==> src/rtl/pwm_ramp_ctrl.sv <==
// rtl/pwm_ramp_ctrl.sv - multi-channel PWM with per-period duty ramping toward commanded targets
module pwm_ramp_ctrl #(
  parameter int NCH    = 4,
  parameter int PERIOD = 100,
  parameter int DW     = 8,
  parameter int CHW    = 2
) (
  input  logic              clk,
  input  logic              rst,
  input  logic              cmd_valid,
  output logic              cmd_ready,
  input  logic [CHW-1:0]    cmd_ch,
  input  logic [DW-1:0]     cmd_target,
  input  logic [DW-1:0]     cmd_step,
  input  logic              cmd_imm,
  output logic [NCH-1:0]    pwm_out,
  output logic [NCH*DW-1:0] duty_o,
  output logic [NCH-1:0]    busy,
  output logic              period_end
);

  localparam logic [DW-1:0] LAST = DW'(PERIOD - 1);
  localparam logic [DW-1:0] PMAX = DW'(PERIOD);

  logic [DW-1:0]  cnt;
  logic [DW-1:0]  duty     [NCH];
  logic [DW-1:0]  target   [NCH];
  logic [DW-1:0]  step_val [NCH];
  logic [DW-1:0]  nxt      [NCH];
  logic [NCH-1:0] imm;
  logic [NCH-1:0] sel;
  logic           boundary;
  logic           accept;
  logic [DW-1:0]  tgt_cl;
  logic [DW-1:0]  step_nz;

  assign boundary  = (cnt == LAST);
  assign cmd_ready = !rst && !boundary;
  assign accept    = cmd_valid && cmd_ready;
  assign tgt_cl    = (cmd_target > PMAX) ? PMAX : cmd_target;
  assign step_nz   = (cmd_step == '0) ? DW'(1) : cmd_step;

  // Out-of-range channel indices match no select bit, so such commands are dropped.
  always_comb begin
    sel = '0;
    for (int i = 0; i < NCH; i++)
      sel[i] = accept && (cmd_ch == CHW'(i));
  end

  // Gaps and sums are formed one bit wider so neither direction can wrap.
  always_comb begin
    for (int i = 0; i < NCH; i++) begin
      nxt[i] = duty[i];
      if (imm[i])
        nxt[i] = target[i];
      else if (duty[i] < target[i])
        nxt[i] = (({1'b0, target[i]} - {1'b0, duty[i]}) <= {1'b0, step_val[i]}) ?
                 target[i] : DW'({1'b0, duty[i]} + {1'b0, step_val[i]});
      else if (duty[i] > target[i])
        nxt[i] = (({1'b0, duty[i]} - {1'b0, target[i]}) <= {1'b0, step_val[i]}) ?
                 target[i] : DW'({1'b0, duty[i]} - {1'b0, step_val[i]});
    end
  end

  always_comb begin
    duty_o = '0;
    for (int i = 0; i < NCH; i++)
      duty_o[i*DW +: DW] = duty[i];
  end

  always_ff @(posedge clk) begin
    if (rst) begin
      cnt        <= '0;
      period_end <= 1'b0;
      pwm_out    <= '0;
      busy       <= '0;
      imm        <= '0;
      for (int i = 0; i < NCH; i++) begin
        duty[i]     <= '0;
        target[i]   <= '0;
        step_val[i] <= DW'(1);
      end
    end else begin
      cnt        <= boundary ? '0 : cnt + DW'(1);
      period_end <= boundary;
      for (int i = 0; i < NCH; i++) begin
        pwm_out[i] <= (cnt < duty[i]);
        busy[i]    <= (duty[i] != target[i]);
        if (boundary)
          duty[i] <= nxt[i];
        if (sel[i]) begin
          target[i]   <= tgt_cl;
          step_val[i] <= step_nz;
          imm[i]      <= cmd_imm;
        end
      end
    end
  end

endmodule

==> config.mk <==
export PLATFORM = sky130hd
export DESIGN_NAME = pwm_ramp_ctrl
export DESIGN_NICKNAME = d
export VERILOG_FILES = /design/src/rtl/pwm_ramp_ctrl.sv
export SDC_FILE = /design/constraint.sdc
export NUM_CORES = 1
export LEC_CHECK = 0
export ABC_AREA = 1
export ABC_CLOCK_PERIOD_IN_PS = 3700
export BUFFER_PORTS_ARGS = -buffer_cell sky130_fd_sc_hd__buf_2
export CAP_MARGIN = 15
export CORE_MARGIN = 2
export CORE_UTILIZATION = 60
export CTS_CLUSTER_SIZE = 14
export DETAILED_ROUTE_END_ITERATION = 12
export HOLD_SLACK_MARGIN = 0.15
export PLACE_DENSITY = 0.78
export SETUP_SLACK_MARGIN = 0.2
export SLEW_MARGIN = 0
export SYNTH_ARGS = -nofsm -noshare
export SYNTH_HDL_FRONTEND = slang
export SYNTH_SLANG_ARGS = --single-unit
==> constraint.sdc <==
create_clock -name clk -period 3.7 [get_ports clk]
set_clock_uncertainty 0.05 [all_clocks]
set_input_delay 0.555 -clock clk [delete_from_list [all_inputs] [get_ports clk]]
set_output_delay 0.555 -clock clk [all_outputs]
set_load 0.02 [all_outputs]
==> flow_summary.yaml <==
status:
  status: "finished clean"
hold_path:
  holdPathStages: 2
  hp-class: "in2reg"
synth:
  yosysSeqAreaShare: 0.2591
  synth_top_area_frac: 0.2261
  yosys-top-cells-area: "edfxtp_1 (23%), ha_1 (21%), nand2_1 (8.5%)"
  synth-main-ff-cell: "edfxtp_1"
  yosysUniqueCellTypes: 50
  postSynthAreaPerCell_um2: 7.784
  syn_area_mm2: 0.01275
  ys_seq_elements: 117
  synthArstFlopShare: 0
  syn_inst: 1638
  synth_warnings: 0
  synth_edf_count: 96
  synth_top_area_cell: "edfxtp_1"
clocking:
  cts_max_path_buffers: 2
  clock_latency_ns: 0.43
  cts_buffers: 17
  cts-root-buf: "clkbuf_16"
  cts-htree-levels: 4
  path_clk_slew_ns: 0.06
  cts_tree: "built"
  clock_sinks: 117
setup_path:
  path_max_fanout: 7
  cp-end-kind: "flip-flop"
  crit_slowest_cell: "edfxtp_1"
  critical_path_buf_inv_count: 2
  worstSetupStartpointType: "flip-flop"
  cp_top_family: "adder cells"
  reg2reg_to: "duty[2][4]$_SDFFCE_PN0P_"
  reg2reg_slack_ns: 0.32
  path_class: "reg2reg"
  rr_startpoint: "target[2][0]$_SDFFCE_PN0P_"
  cp-startpoint: "target[2][0]$_SDFFCE_PN0P_"
  crit_cells: 16
  crit_end: "duty[2][4]$_SDFFCE_PN0P_"
  crit_chain: "inv_1, ha_1, fa_1, o21ai_2, a21oi_1, xor2_1, ha_1, a21o_1, a21oi_1, nand2_1, nand2_2, nand2_2, o211ai_1, nand3_1, nand2_1, inv_1"
  max_stage_delay_ns: 0.43
  arrival_ns: 3.52
  cp.required_ns: 3.84
  ff2ff_path_depth: 16
grt:
  grt_pass1_wl_um: 55360
  antenna_found_initial: 0
  grt_pass1_vias: 10840
  track_usage: 0.3190
  grt_max_degree: 27
  grt_remaining_overflow: 0
detailed_routing:
  drt_iter0_markers: 1207
  routedWlPerCell_um: 17.89
  drt-total-wl_um: 36000
  post-route-drc-count: 0
  via_per_inst: 5.831
  ant_nets: 0
  first_pass_iters: 5
  vias: 11730
final_layout:
  drive_above_1_share: 0.1313
  antenna_cells: 0
  fill_cells: 1769
  area_growth_pct: 11.80
  multiInputGateArea_mm2: 0.008402
  mostFrequentLayoutCell: "nand2_1"
  final_cell_mix: "nand2_1 (282), inv_1 (229), ha_1 (202)"
  final_nets: 1971
  regArea_mm2: 0.003303
timing:
  relSlewSlack: 0.5292
  finalWorstSetupSlack_ns: 0.3191
  setup_violations: 0
  fin_crit_sh: 0.9137
  fin_crit_ns: 3.381
  tightest_slew_ns: 0.7041
  rsz0062_at_grt: "false"
  slew_viol_final: 0
  hold_viol: 0
  max_freq_ghz: 0.2958
  setup_tns_ns: 0
  whs_ns: 0.4260
floorplan:
  fp.dieH_um: 149.8
  die_w_um: 149.8
  fp.dieArea_mm2: 0.02243
  rows: 53
  initial_utilization: 0.6085
  ios: 64
  core_mm2: 0.02096
pwr:
  total_leakage_power_nw: 7.271
  vdd_drop_max_v: 0.0002580
  powerDensity_mw_per_mm2: 358.5
run:
  maxCapViolCount: 0
place:
  dp_slack_ns: 0.07433
  globalplace.congestion: 0.9759
  dp_hpwl_um: 27900
  port-buffer-count: 63
-- flip-flops by register name, summed over array words and instances (netlist names) --
name        cells
cnt             8
period_end      1
target         32
pwm_out         4
busy            4
duty           32
imm             4
step_val       32
-- routing by layer --
metal  up-vias  routed length (um)  GRT usage
li1       5653                   -          -
met1      5390               15210     0.4309
met2       581               16480     0.5076
met3       107                2976    0.05091
met4         0                1336     0.1392
met5         -                   0          0
-- cell families after synthesis --
kind of cell,synth area share
AOI/OAI and AO/OA,0.1303
xor gates and xnor gates,0.06319
adders and majority gates,0.2302
buffers and inverters,0.09665
DFF,0.2591
other,0.0002941
and+or+nand+nor,0.2203
-- synthesized netlist by cell type (all sizes together) (20+ instances only) --
| cell type | n |
|---|---|
| a21oi | 147 |
| buf | 38 |
| dfxtp | 21 |
| edfxtp | 96 |
| ha | 209 |
| inv | 242 |
| nand2 | 310 |
| nand3 | 162 |
| nand4 | 22 |
| nor2 | 118 |
| o211ai | 27 |
| o21ai | 53 |
| xnor2 | 20 |
| xor2 | 72 |
-- report_power, final --
| part | internal [W] | leakage [nW] | switching, W |
|---|---|---|---|
| registers | 0.00148 | 1.16 | 0.0000633 |
| clock network | 0.00109 | 0.287 | 0.000592 |
| logic | 0.000706 | 5.82 | 0.00117 |
-- cell type report --
class	count	share of cell area
Clock buffer	23	0.03282
Clock inverter	9	0.009040
Inverter	246	0.06503
Multi-Input combinational cell	1235	0.5893
Sequential cell	117	0.2317
Tap cell	275	0.02414
Timing Repair Buffer	107	0.04792
-- through the flow --
step | total power (W) | area [um^2] | std cells | utilization
floorplan | 0.002857 | 12760 | 1641 | -
global placement | 0.003219 | 13300 | 1958 | 0.6349
detailed placement | 0.003261 | 13300 | 1958 | 0.6349
CTS | 0.004937 | 13920 | 1990 | 0.6641
global route | 0.005372 | 14260 | 2012 | 0.6803
finish | 0.005110 | 14260 | 2012 | 0.6803
-- repair_timing --
action,4_1_cts,5_1_grt
endpoints found under the hold margin,0,0
buffers inserted,0,19
endpoints found under the setup margin,14,32
gates cloned,0,3
pin swaps,0,16
resized for setup,4,44
hold buffers,0,0
-- how the worst min path moves through the flow --
| stage | startpoint | endpoint | slack [ns] |
|---|---|---|---|
| floorplan | cnt[0]$_SDFF_PN0_ | cnt[0]$_SDFF_PN0_ | 0.41 |
| global placement | cnt[0]$_SDFF_PN0_ | cnt[0]$_SDFF_PN0_ | 0.51 |
| detailed placement | cnt[0]$_SDFF_PN0_ | cnt[0]$_SDFF_PN0_ | 0.52 |
| CTS | cmd_ch[0] | step_val[1][0]$_SDFFCE_PN1P_ | 0.42 |
| global route | cmd_ch[0] | step_val[1][0]$_SDFFCE_PN1P_ | 0.43 |
| finish | cmd_ch[0] | step_val[1][0]$_SDFFCE_PN1P_ | 0.43 |
-- worst reg2reg max path, cell delays in order, from the launching register on --
cell and delay, ns:
edfxtp_1 0.43, inv_1 0.11, ha_1 0.22, fa_1 0.43, o21ai_2 0.22, a21oi_1 0.13
xor2_1 0.16, ha_1 0.30, a21o_1 0.17, a21oi_1 0.17, nand2_1 0.10, nand2_2 0.14
nand2_2 0.14, o211ai_1 0.18, nand3_1 0.10, nand2_1 0.07, inv_1 0.04
No activity file was read; power rests on OpenSTA's default activity.
